**src/rtl/execute_bru_pipe_pkg.sv**
```systemverilog
// Shared execute-stage types for the branch resolve unit: op codes, issue/writeback/feedback packs, checkpoint.
// Used by execute_bru_pipe and its writeback queue.
package execute_bru_pipe_pkg;

    localparam int ADDR_WIDTH          = 32;
    localparam int REG_DATA_WIDTH      = 32;
    localparam int INSTR_WIDTH         = 32;
    localparam int CHECKPOINT_ID_WIDTH = 4;
    localparam int PHY_REG_ID_WIDTH    = 6;
    localparam int ROB_ID_WIDTH        = 5;
    localparam int EXC_ID_WIDTH        = 5;

    typedef enum logic [3:0] {
        BRU_BEQ  = 4'd0,
        BRU_BNE  = 4'd1,
        BRU_BLT  = 4'd2,
        BRU_BGE  = 4'd3,
        BRU_BLTU = 4'd4,
        BRU_BGEU = 4'd5,
        BRU_JAL  = 4'd6,
        BRU_JALR = 4'd7,
        BRU_MRET = 4'd8
    } bru_op_t;

    typedef struct packed {
        logic [15:0] global_history;
        logic [3:0]  ras_ptr;
    } checkpoint_t;

    typedef struct packed {
        logic                           enable;
        logic                           valid;
        logic [ROB_ID_WIDTH-1:0]        rob_id;
        logic [ADDR_WIDTH-1:0]          pc;
        logic [INSTR_WIDTH-1:0]         inst_value;
        logic                           rd_enable;
        logic                           need_rename;
        logic [PHY_REG_ID_WIDTH-1:0]    rd_phy;
        logic [REG_DATA_WIDTH-1:0]      src1_value;
        logic [REG_DATA_WIDTH-1:0]      src2_value;
        logic [ADDR_WIDTH-1:0]          imm;
        bru_op_t                        op;
        logic [CHECKPOINT_ID_WIDTH-1:0] checkpoint_id;
        logic                           predicted_jump;
        logic [ADDR_WIDTH-1:0]          predicted_next_pc;
        logic                           has_exception;
        logic [EXC_ID_WIDTH-1:0]        exception_id;
        logic [REG_DATA_WIDTH-1:0]      exception_value;
    } issue_execute_pack_t;

    typedef struct packed {
        logic                        enable;
        logic                        valid;
        logic [ROB_ID_WIDTH-1:0]     rob_id;
        logic [ADDR_WIDTH-1:0]       pc;
        logic [INSTR_WIDTH-1:0]      inst_value;
        logic                        rd_enable;
        logic                        need_rename;
        logic [PHY_REG_ID_WIDTH-1:0] rd_phy;
        logic [REG_DATA_WIDTH-1:0]   rd_value;
        logic                        bru_jump;
        logic [ADDR_WIDTH-1:0]       bru_next_pc;
        logic                        has_exception;
        logic [EXC_ID_WIDTH-1:0]     exception_id;
        logic [REG_DATA_WIDTH-1:0]   exception_value;
    } execute_wb_pack_t;

    typedef struct packed {
        logic                        enable;
        logic [PHY_REG_ID_WIDTH-1:0] phy_id;
        logic [REG_DATA_WIDTH-1:0]   value;
    } execute_feedback_channel_t;

    typedef struct packed {
        logic enable;
        logic flush;
    } commit_feedback_pack_t;

endpackage

```
**src/rtl/execute_bru_pipe_queue.sv**
```systemverilog
// Power-of-two circular FIFO between the resolve register and the writeback port.
// Handshake: push/pop are single-cycle strobes; the caller never pushes when full or pops when empty.
module execute_bru_pipe_queue #(
    parameter int  DEPTH   = 4,
    parameter type entry_t = logic [31:0]
) (
    input  logic                   clk,
    input  logic                   rst,
    input  logic                   clear,
    input  logic                   push,
    input  entry_t                 push_data,
    input  logic                   pop,
    output entry_t                 head,
    output logic [$clog2(DEPTH):0] count
);
    localparam int PW = $clog2(DEPTH);

    entry_t          mem [DEPTH];
    logic [PW-1:0]   rd_ptr;
    logic [PW-1:0]   wr_ptr;

    // Pointers are exactly PW bits wide, so increment wraps modulo DEPTH.
    always_ff @(posedge clk) begin
        if (!rst || clear) begin
            rd_ptr <= '0;
            wr_ptr <= '0;
            count  <= '0;
        end else begin
            if (push) wr_ptr <= wr_ptr + 1'b1;
            if (pop)  rd_ptr <= rd_ptr + 1'b1;
            case ({push, pop})
                2'b10:   count <= count + 1'b1;
                2'b01:   count <= count - 1'b1;
                default: count <= count;
            endcase
        end
    end

    always_ff @(posedge clk) begin
        if (push) mem[wr_ptr] <= push_data;
    end

    assign head = mem[rd_ptr];

endmodule

```
**src/rtl/execute_bru_pipe.sv**
```systemverilog
// Branch resolve unit: E1 resolve register feeding a writeback queue, with predictor update and early wakeup.
// Optional BRU_MISPRED_CNT_EN adds the mispred_count output.
module execute_bru_pipe
    import execute_bru_pipe_pkg::*;
#(
    parameter int QUEUE_DEPTH = 4,
    parameter int CNT_WIDTH   = 32
) (
    input  logic                           clk,
    input  logic                           rst,
    input  issue_execute_pack_t            issue_bru_fifo_data_out,
    input  logic                           issue_bru_fifo_data_out_valid,
    output logic                           issue_bru_fifo_pop,
    input  logic [REG_DATA_WIDTH-1:0]      csrf_all_mepc_data,
    output logic [CHECKPOINT_ID_WIDTH-1:0] exbru_cpbuf_id,
    input  checkpoint_t                    cpbuf_exbru_data,
    output execute_wb_pack_t               bru_wb_port_data_in,
    output logic                           bru_wb_port_we,
    input  logic                           bru_wb_port_ready,
    output logic                           bru_wb_port_flush,
    output execute_feedback_channel_t      bru_execute_channel_feedback_pack,
    input  commit_feedback_pack_t          commit_feedback_pack,
    output logic                           exbru_bp_valid,
    output logic [ADDR_WIDTH-1:0]          exbru_bp_pc,
    output logic [INSTR_WIDTH-1:0]         exbru_bp_instruction,
    output logic                           exbru_bp_jump,
    output logic [ADDR_WIDTH-1:0]          exbru_bp_next_pc,
    output logic                           exbru_bp_hit,
    output checkpoint_t                    exbru_bp_cp
`ifdef BRU_MISPRED_CNT_EN
    ,
    output logic [CNT_WIDTH-1:0]           mispred_count
`endif
);
    localparam int CW = $clog2(QUEUE_DEPTH) + 1;

    issue_execute_pack_t   head;
    execute_wb_pack_t      res;
    execute_wb_pack_t      e1_entry;
    execute_wb_pack_t      q_head;
    checkpoint_t           e1_cp;
    logic [ADDR_WIDTH-1:0] pc_plus4, br_target, target;
    logic                  taken, is_link, active, res_hit;
    logic                  flush_now, pop_int, push, q_pop, we_int, bp_valid_int;
    logic                  e1_valid, e1_active, e1_hit;
    logic [CW-1:0]         q_count;
    logic [CW:0]           occupancy;

    assign flush_now = commit_feedback_pack.enable && commit_feedback_pack.flush;
    assign occupancy = {1'b0, q_count} + {{CW{1'b0}}, e1_valid};
    assign pop_int   = rst && issue_bru_fifo_data_out_valid && !flush_now
                       && (occupancy < (CW+1)'(QUEUE_DEPTH));

    always_comb begin
        head      = issue_bru_fifo_data_out;
        pc_plus4  = head.pc + ADDR_WIDTH'(4);
        br_target = head.pc + head.imm;
        taken     = 1'b0;
        is_link   = 1'b0;
        target    = pc_plus4;
        case (head.op)
            BRU_BEQ:  begin taken = (head.src1_value == head.src2_value);                   target = br_target; end
            BRU_BNE:  begin taken = (head.src1_value != head.src2_value);                   target = br_target; end
            BRU_BLT:  begin taken = ($signed(head.src1_value) <  $signed(head.src2_value));  target = br_target; end
            BRU_BGE:  begin taken = ($signed(head.src1_value) >= $signed(head.src2_value));  target = br_target; end
            BRU_BLTU: begin taken = (head.src1_value <  head.src2_value);                   target = br_target; end
            BRU_BGEU: begin taken = (head.src1_value >= head.src2_value);                   target = br_target; end
            BRU_JAL:  begin taken = 1'b1; is_link = 1'b1; target = br_target; end
            BRU_JALR: begin
                taken   = 1'b1;
                is_link = 1'b1;
                target  = (head.src1_value + head.imm) & {{(ADDR_WIDTH-1){1'b1}}, 1'b0};
            end
            BRU_MRET: begin taken = 1'b1; target = csrf_all_mepc_data; end
            default:  ;
        endcase

        // Bubbles and excepting entries flow through unresolved so the ROB still sees them.
        active              = head.enable && head.valid && !head.has_exception;
        res                 = '0;
        res.enable          = head.enable;
        res.valid           = head.valid;
        res.rob_id          = head.rob_id;
        res.pc              = head.pc;
        res.inst_value      = head.inst_value;
        res.rd_enable       = head.rd_enable;
        res.need_rename     = head.need_rename;
        res.rd_phy          = head.rd_phy;
        res.has_exception   = head.has_exception;
        res.exception_id    = head.exception_id;
        res.exception_value = head.exception_value;
        res.bru_jump        = active && taken;
        res.bru_next_pc     = (active && taken) ? target : pc_plus4;
        res.rd_value        = (active && is_link) ? pc_plus4 : '0;
        res_hit             = (taken == head.predicted_jump)
                              && (!taken || (head.predicted_next_pc == target));
    end

    // E1 always drains into the queue the next cycle; pop already reserved the slot.
    always_ff @(posedge clk) begin
        if (!rst || flush_now) begin
            e1_valid  <= 1'b0;
            e1_active <= 1'b0;
        end else begin
            e1_valid  <= pop_int;
            e1_active <= pop_int && active;
        end
    end

    always_ff @(posedge clk) begin
        if (pop_int) begin
            e1_entry <= res;
            e1_hit   <= res_hit;
            e1_cp    <= cpbuf_exbru_data;
        end
    end

    assign push   = e1_valid && !flush_now;
    assign we_int = rst && !flush_now && (q_count != '0);
    assign q_pop  = we_int && bru_wb_port_ready;

    execute_bru_pipe_queue #(
        .DEPTH   (QUEUE_DEPTH),
        .entry_t (execute_wb_pack_t)
    ) u_queue (
        .clk       (clk),
        .rst       (rst),
        .clear     (flush_now),
        .push      (push),
        .push_data (e1_entry),
        .pop       (q_pop),
        .head      (q_head),
        .count     (q_count)
    );

    assign bp_valid_int = rst && !flush_now && e1_valid && e1_active;

    always_comb begin
        issue_bru_fifo_pop                       = pop_int;
        exbru_cpbuf_id                           = rst ? head.checkpoint_id : '0;
        bru_wb_port_we                           = we_int;
        bru_wb_port_data_in                      = rst ? q_head : '0;
        bru_wb_port_flush                        = !rst || flush_now;
        bru_execute_channel_feedback_pack        = '0;
        if (bp_valid_int && e1_entry.rd_enable && e1_entry.need_rename) begin
            bru_execute_channel_feedback_pack.enable = 1'b1;
            bru_execute_channel_feedback_pack.phy_id = e1_entry.rd_phy;
            bru_execute_channel_feedback_pack.value  = e1_entry.rd_value;
        end
        exbru_bp_valid       = bp_valid_int;
        exbru_bp_pc          = rst ? e1_entry.pc : '0;
        exbru_bp_instruction = rst ? e1_entry.inst_value : '0;
        exbru_bp_jump        = rst ? e1_entry.bru_jump : 1'b0;
        exbru_bp_next_pc     = rst ? e1_entry.bru_next_pc : '0;
        exbru_bp_hit         = rst ? e1_hit : 1'b0;
        exbru_bp_cp          = rst ? e1_cp : '0;
    end

`ifdef BRU_MISPRED_CNT_EN
    logic [CNT_WIDTH-1:0] mispred_cnt_q;

    // Survives pipeline flushes; only reset clears the statistic.
    always_ff @(posedge clk) begin
        if (!rst) begin
            mispred_cnt_q <= '0;
        end else if (bp_valid_int && !e1_hit) begin
            mispred_cnt_q <= mispred_cnt_q + 1'b1;
        end
    end

    assign mispred_count = rst ? mispred_cnt_q : '0;
`endif

endmodule

```
**config.mk**
```make
export PLATFORM = sky130hd
export DESIGN_NAME = execute_bru_pipe
export DESIGN_NICKNAME = d
export VERILOG_FILES = /design/src/rtl/execute_bru_pipe_pkg.sv /design/src/rtl/execute_bru_pipe_queue.sv /design/src/rtl/execute_bru_pipe.sv
export SDC_FILE = /design/constraint.sdc
export NUM_CORES = 1
export LEC_CHECK = 0
export BUFFER_PORTS_ARGS = -buffer_cell sky130_fd_sc_hd__clkbuf_2
export CAP_MARGIN = 30
export CORE_MARGIN = 4
export CORE_UTILIZATION = 52
export DETAILED_ROUTE_END_ITERATION = 7
export GPL_ROUTABILITY_DRIVEN = 1
export PLACE_DENSITY = 0.77
export SETUP_SLACK_MARGIN = 0.3
export SLEW_MARGIN = 0
export SYNTH_ARGS = -nofsm -noshare
export SYNTH_HDL_FRONTEND = slang
export SYNTH_SLANG_ARGS = --single-unit
```
**constraint.sdc**
```tcl
create_clock -name clk -period 50.6 [get_ports clk]
set_input_delay 15.18 -clock clk [delete_from_list [all_inputs] [get_ports clk]]
set_output_delay 15.18 -clock clk [all_outputs]
set_load 0.005 [all_outputs]
```
-- After elaboration in Yosys (flattened, before gate mapping)
Memory sizes are Yosys's and may differ from the RTL's. A register that Yosys moved wholly into a read port is not among the register bits.
Index checks and enable logic that the tools add are counted.
- register bits: 212
- RAM bits: 728
- input port bits: 312
- memories kept: 1
- memories (name ; depth ; width ; rd ports ; clocked after Yosys merged registers in ; wr ports ; line ; source):
    u_queue.mem ; 4 ; 182 ; 1 ; 1 ; 1 ; execute_bru_pipe_queue.sv:18 ; entry_t mem [DEPTH];
- add/subtract/negate cells: 8
- magnitude comparators: 5
- equal/unequal tests: 14
- multiplexer cells: 18
- reduce and logical (&&, ||, !) cells: 30
- operators with widths (kind ; number):
    $mux 182 ; 1
    $mux 32 ; 4
    $pmux 32 s3 ; 1
    $add 32x32->32 ; 2
    $eq 32x32->1 ; 2
    $ge 32x32->1 ; 2
    $lt 32x32->1 ; 2
    $mux 39 ; 1
    $add 32x3->32 const B ; 1
    $ne 32x32->1 ; 1
    $mux 20 ; 1
    $logic_and 1x1->1 ; 18
    $eq 4x3->1 const B ; 4
    $eq 4x2->1 const B ; 2
    $pmux 1 s7 ; 1
    $reduce_or 7->1 ; 1
    $pmux 3 s2 ; 1
    $mux 1 ; 5
    $add 2x1->2 const B ; 2
    $add 3x1->4 ; 1
    $eq 4x1->1 const B ; 1
    $eq 4x4->1 const B ; 1
    $logic_not 1->1 ; 4
    $logic_not 4->1 ; 1
    other kinds (13) ; 15

-- Longest topological paths before layout
Gate-level depths: netlist (run 1).
- word-level depth: 8
- gate-level depth with buffers: 14

-- Cells and area by module
Synthesis (run 1) repeated with hierarchy kept, for this count alone.
- cells, all modules: 2676
- area, all modules: 42246.8 um2
- modules (own cells, without submodules) (module ; instances ; cells each ; area each (um2) ; seq. area each (um2)):
    execute_bru_pipe_queue ; 1 ; 996 ; 26708.1 ; 22041.1
    execute_bru_pipe ; 1 ; 1680 ; 15538.7 ; 6135.9

-- Least setup slack after synthesis (run 1)
OpenSTA, ideal clock, no wires.
- path type: input -> output
- start: input port rst
- end: output port issue_bru_fifo_pop
- arrival time: 36337 ps
- data required time: 35420 ps
- path slack: -917 ps
- stages: 3
- buffers on the path: 1
- cells stage by stage: clkbuf_1 nand2_1 nor4b_1
- word-level cells in the longest chain between the ends: 3
- RTL lines (item ; line ; source):
    from (decl) ; execute_bru_pipe.sv:10 ; input logic rst,
    $logic_and 1x1->1 (2 in series) ; execute_bru_pipe.sv:51 ; assign pop_int = rst && issue_bru_fifo_data_out_valid && !flush_now
    $logic_and 1x1->1 ; execute_bru_pipe.sv:52 ; && (occupancy < (CW+1)'(QUEUE_DEPTH));
    to (decl) ; execute_bru_pipe.sv:13 ; output logic issue_bru_fifo_pop,
Every way passes these cells.

==> results.yml, run 1 <==
floorplanning:
  ios: 659
  die_w_um: 294
  die-area_um2: 86500
  num_rows: 104
  die_y_um: 294
  initial_core_util_pct: 52.7
  core_area_um2: 80800
logic_synthesis:
  avgSynthCellArea_um2: 15.6
  ys_types: 88
  synth_ff_type: "edfxtp_1"
  postSynthCellCount: 2735
  synth_fp_nets: 3149
  yosys_warnings: 0
  synthArstFlopShare_pct: 0
  synth-edff-count: 931
  ys_ff_latch: 942
  syn_area_um2: 42600
  yosysSeqAreaShare_pct: 66.2
placement:
  port_buffers: 658
  dp_hpwl_um: 86100
  gp_congestion: 0.965
worst_hold_path:
  whs_endpoint: "u_queue.mem[1][178]"
  hold_path_class: "reg -> reg"
  worstHoldStart: "e1_entry[178]"
  min_path_cells: 0
clock_network:
  cts_buffers: 93
  clk_path_buf_depth: 3
  cts.repair.resized: 0
  cts_setup_buffers: 0
  cts-root-buf: "clkbuf_16"
  cts_htree_levels: 3
  clkSinkCount: 942
  cts_tree: "yes"
  clk_pin_slew_worst_paths_ns: 0.06
  postCtsHoldBufs: 0
  clock_latency_ns: 0.64
power_and_ir_drop:
  cellInternalPower_uw: 1350
  p_leak_uw: 0.0183
  power_density_nw_per_um2: 34.6
  p_sw_uw: 394
  combPwrFrac_pct: 8.9
  vdd_drop_max_v: 0.0000249
  power_frac_seq_pct: 50.6
  total_power_uw: 1740
  switching_share_pct: 22.6
  clockPowerShare_pct: 40.5
sta:
  fin_crit_sh_pct: 64.5
  grt_setup_unrepaired: "no"
  holdWs_ns: 0.492
  fmaxAchievable_mhz: 30.6
  setup_viol: 0
  tightest_slew_ns: 1.00
  fin_tns_setup_ns: 0
  hold_viol: 0
  max-slew-margin-rel_pct: 33.3
  period_needed_ns: 32.63
  fin_worst_skew_ns: 0.0437
  slew_violations: 0
global_route:
  grt_pass1_vias: 27000
  grt_pass1_wl_um: 178000
  grt_usage_pct: 28.0
  grt_max_degree: 123
  grt_remaining_overflow: 0
  antenna_found_initial: 18
route:
  wl_per_cell_um: 27.2
  drt_pass1_iterations: 6
  ant_nets: 0
  routed_wl_um: 123000
  routed_via_density: 5.97
  vias: 27000
  drcViolationCount: 0
  first_iter_violations: 2515
critical_path:
  cp.required_ns: 35.42
  max_stage_delay_ns: 0.67
  r2r-start: "e1_valid"
  crit_chain: "clkbuf_8 > buf_16 > and3_1 > and3_1 > buf_4 > and2_1 > clkbuf_2"
  r2r_end: "e1_entry[158]"
  path_class: "in -> out"
  path_depth: 7
  rrSetupSlack_ns: 46.95
  crit_path_end_kind: "output port"
  path_buf_inv: 4
  critPathTopFamily: "buffers and inverters"
  cp-start-kind: "primary input"
  crit_path_top_delay_cell: "and3_1"
  r2r_cells: 5
  cpMostUsedCell: "and3_1"
  cp_max_fo: 108
  crit_arrival_ns: 17.45
final_layout:
  final_common_cell: "edfxtp_1"
  fill_cells: 5854
  nets: 3792
  area_growth_pct: 18.1
  final_cell_mix: "931 x edfxtp_1, 657 x clkbuf_2, 357 x and2_1"
  drive_gt1_share_pct: 30.4
run:
  cap_viol_max_count: 0
status:
  outcome: "complete, no violations"
layer usage:
layer / share of wire, % / global-route usage (%) / vias to the layer above
met5: 0.064 / 0 / -
met1: 38 / 36.7 / 13500
met2: 50 / 47.3 / 1344
met4: 3.5 / 9.98 / 12
met3: 8.2 / 5.20 / 204
li1: - / - / 11900
cell usage after synthesis (all sizes together) (7+ instances only):
master / count / area (µm²)
nor3: 31 / 171
a21boi: 7 / 52.6
nand2b: 11 / 68.8
nand2: 98 / 368
nand4: 39 / 250
a21oi: 101 / 505
o21ai: 80 / 404
inv: 65 / 244
o31ai: 13 / 97.6
mux4: 182 / 4100
a31oi: 16 / 100
nand3: 37 / 185
or3: 11 / 68.8
nor2b: 18 / 113
mux2: 8 / 90.1
clkbuf: 107 / 402
and3: 29 / 181
o2111ai: 7 / 61.3
a221oi: 7 / 67.6
a21o: 34 / 255
buf: 35 / 148
a211oi: 16 / 120
a211o: 9 / 78.8
o21a: 17 / 128
ha: 99 / 1240
a221o: 8 / 80.1
edfxtp: 931 / 28000
xor2: 32 / 280
and4: 9 / 78.8
o211ai: 7 / 52.6
nor4: 15 / 106
o31a: 7 / 61.3
a22oi: 9 / 67.6
dfxtp: 11 / 220
nor2: 113 / 424
xnor2: 40 / 350
and2: 358 / 2240
mux2i: 41 / 410
sequential cells by signal (all words and copies together), names as in the netlist, named ones only:
name,cells
e1_active,1
e1_cp,20
e1_entry,182
e1_hit,1
e1_valid,1
u_queue.count,3
u_queue.mem,728
u_queue.rd_ptr,2
u_queue.wr_ptr,2
worst reg2reg max path, cell delays in order (launching register included):
cell and delay, ns:
dfxtp_1 0.40, and3_1 0.26, nor4b_4 0.33, buf_4 0.46, buf_4 0.85, buf_4 0.91
power groups by stage:
stage	Clock [µW]	Combinational [µW]	Sequential (µW)
floorplan	0	87.7	896
global placement	0	151	896
detailed placement	0	151	897
CTS	717	152	881
global route	753	166	882
finish	704	154	881
cell type report:
class                      instances  area [µm²]  area share (%)
tap                             1060        1330            2.64
multi-input combinational       1586       13600            27.1
clock buffer                     118        2490            4.96
sequential                       942       28200            56.1
antenna                            9        22.5          0.0448
inverter                          65         244           0.485
clock inverter                    52         684            1.36
timing repair buffer             690        3680            7.32
per-stage QoR:
step           setup slack (ns)  cells  utilization [%]  cell area [µm²]
2_1_floorplan              8.93   2735                -            42600
3_3_place_gp              17.89   4338             58.1            46900
3_5_place_dp              17.87   4341             58.2            47000
4_1_cts                   17.86   4511             62.1            50200
5_1_grt                   17.67   4518             62.2            50300
6_report                  17.97   4522             62.2            50300
kinds of logic after synthesis:
family          Yosys count  share of synthesized area (%)
compound gates          386                           6.04
xor+xnor                 73                           1.54
fa+ha+maj               102                           3.05
buf+inv                 207                           1.86
flops                   942                           66.2
mux                     231                           10.8
simple gates            794                           10.5
worst max-delay path by stage:
stage	slack [ns]	startpoint	endpoint
after floorplan	8.93	rst	issue_bru_fifo_pop
final	17.97	rst	bru_execute_channel_feedback_pack[26]
after detailed placement	17.87	rst	bru_execute_channel_feedback_pack[26]
after global routing	17.67	rst	bru_execute_channel_feedback_pack[26]
after CTS	17.86	rst	bru_execute_channel_feedback_pack[26]
after global placement	17.89	rst	bru_execute_channel_feedback_pack[25]
No activity file was read; power rests on OpenSTA's default activity.
==> run 2: changes to the inputs <==
Clock period 50.6 ns to 29.3 ns, I/O delays scaled along.
==> run 2 against run 1 <==
Compared with the run above: clock skew rose by 0.014 ns; worst setup slack got worse by 8.7 ns; final area fell by 0.46%; critical endpoint is now exbru_bp_pc[12].
==> results.yml, run 2 (synthesized netlist as in run 1, its figures left out) <==
sta:
  slew_violations: 0
  fin_crit_sh_pct: 68.2
  period_needed_ns: 19.98
  hold_viol: 0
  fin_worst_skew_ns: 0.0579
  post-route-worst-setup-slack_ns: 9.32
  setup_viol: 0
  tightest_slew_ns: 0.988
  fin_tns_setup_ns: 0
  fmaxAchievable_mhz: 50.1
  max-slew-margin-rel_pct: 34.1
  grt_setup_unrepaired: "no"
final_layout:
  final_cells: 4533
  final_cell_mix: "931 x edfxtp_1, 657 x clkbuf_2, 357 x and2_1"
  largest_register_ffs: 728
  design_area_um2: 50000
  nets: 3791
  final_common_cell: "edfxtp_1"
  drive_gt1_share_pct: 30.3
  largest_register: "u_queue.mem"
  final-seq-area_um2: 28200
  area_growth_pct: 17.6
  multi_input_area_um2: 13600
  fill_cells: 5895
  top_regs: "u_queue.mem x728, e1_entry x182, e1_cp x20"
placement:
  gp_congestion: 0.950
  placed_cells: 4344
  pre_cts_ws_ns: 9.35
  dp_hpwl_um: 86500
  port_buffers: 658
  place_area_um2: 47000
route:
  routed_via_density: 6.00
  vias: 27200
  drt_pass1_iterations: 6
  first_iter_violations: 2451
  drcViolationCount: 0
  ant_nets: 0
  wl_per_cell_um: 27.2
  routed_wl_um: 123000
clock_network:
  clk_pin_slew_worst_paths_ns: 0.06
  cts_tree: "yes"
  cts_buffers: 91
  clock_latency_ns: 0.67
  clkSinkCount: 942
  cts.repair.resized: 0
  cts-root-buf: "clkbuf_16"
  cts_htree_levels: 3
  cts_setup_buffers: 0
  postCtsHoldBufs: 0
  clk_path_buf_depth: 3
worst_hold_path:
  hold_path_class: "reg -> reg"
power_and_ir_drop:
  p_leak_uw: 0.0182
  vdd_drop_max_v: 0.0000438
  power_density_nw_per_um2: 59.1
  total_power_uw: 2960
floorplanning:
  ios: 659
  die_w_um: 294
  die-area_um2: 86500
  initial_core_util_pct: 52.7
  die_y_um: 294
  num_rows: 104
  core_area_um2: 80800
global_route:
  grt_max_degree: 146
  antenna_found_initial: 24
  grt_usage_pct: 27.9
  grt_pass1_vias: 27000
  grt_pass1_wl_um: 178000
  grt_remaining_overflow: 0
critical_path:
  path_class: "in -> out"
  crit_arrival_ns: 11.19
  cp-start-kind: "primary input"
  cp_max_fo: 131
  cp.required_ns: 20.51
  crit_path_end_kind: "output port"
status:
  outcome: "complete, no violations"
run:
  cap_viol_max_count: 0
==> run 2: final timing paths <==
kind / startpoint / to / slack [ns] / cells after the start
setup reg to reg: e1_valid / e1_entry[172] / 26.11 / 4
hold reg to reg: e1_entry[33] / u_queue.mem[2][33] / 0.50 / 0
setup / recovery: rst / exbru_bp_pc[12] / 9.32 / 5
hold / removal: e1_entry[33] / u_queue.mem[2][33] / 0.50 / 0
==> run 2: cell type report <==
| cell class | count | area share (%) |
|---|---|---|
| Clock buffer | 105 | 4.66 |
| Clock inverter | 63 | 1.37 |
| Antenna cell | 21 | 0.105 |
| Inverter | 65 | 0.488 |
| Tap cell | 1060 | 2.65 |
| Multi-Input combinational cell | 1586 | 27.2 |
| Timing Repair Buffer | 691 | 7.16 |
| Sequential cell | 942 | 56.3 |
==> run 2: routing by layer <==
layer	share of wire (%)	GRT usage [%]	wire length [µm]
met1	39	37.5	47800
met4	4.2	10.9	5140
met2	48	45.6	59700
met5	0.052	0	64
met3	8.4	5.34	10400
==> run 2: per-stage QoR <==
stage | utilization (%) | hold slack (ns)
2_1_floorplan | - | 0.459
3_3_place_gp | 58.1 | 0.475
3_5_place_dp | 58.1 | 0.479
4_1_cts | 61.9 | 0.493
5_1_grt | 61.9 | 0.502
6_report | 61.9 | 0.495
==> run 2: where the power goes <==
| group | internal (µW) | switching [µW] | total (µW) | leakage (µW) |
|---|---|---|---|---|
| sequential | 1500 | 17.1 | 1520 | 0.00861 |
| clock | 659 | 512 | 1170 | 0.00146 |
| combinational | 104 | 162 | 266 | 0.00811 |
| total | 2270 | 691 | 2960 | 0.0182 |
==> run 2: worst max-delay path, stage by stage <==
cell and delay (ns):
clkbuf_8 0.48, buf_4 0.70, buf_4 0.64, and2_1 0.24, clkbuf_2 0.12
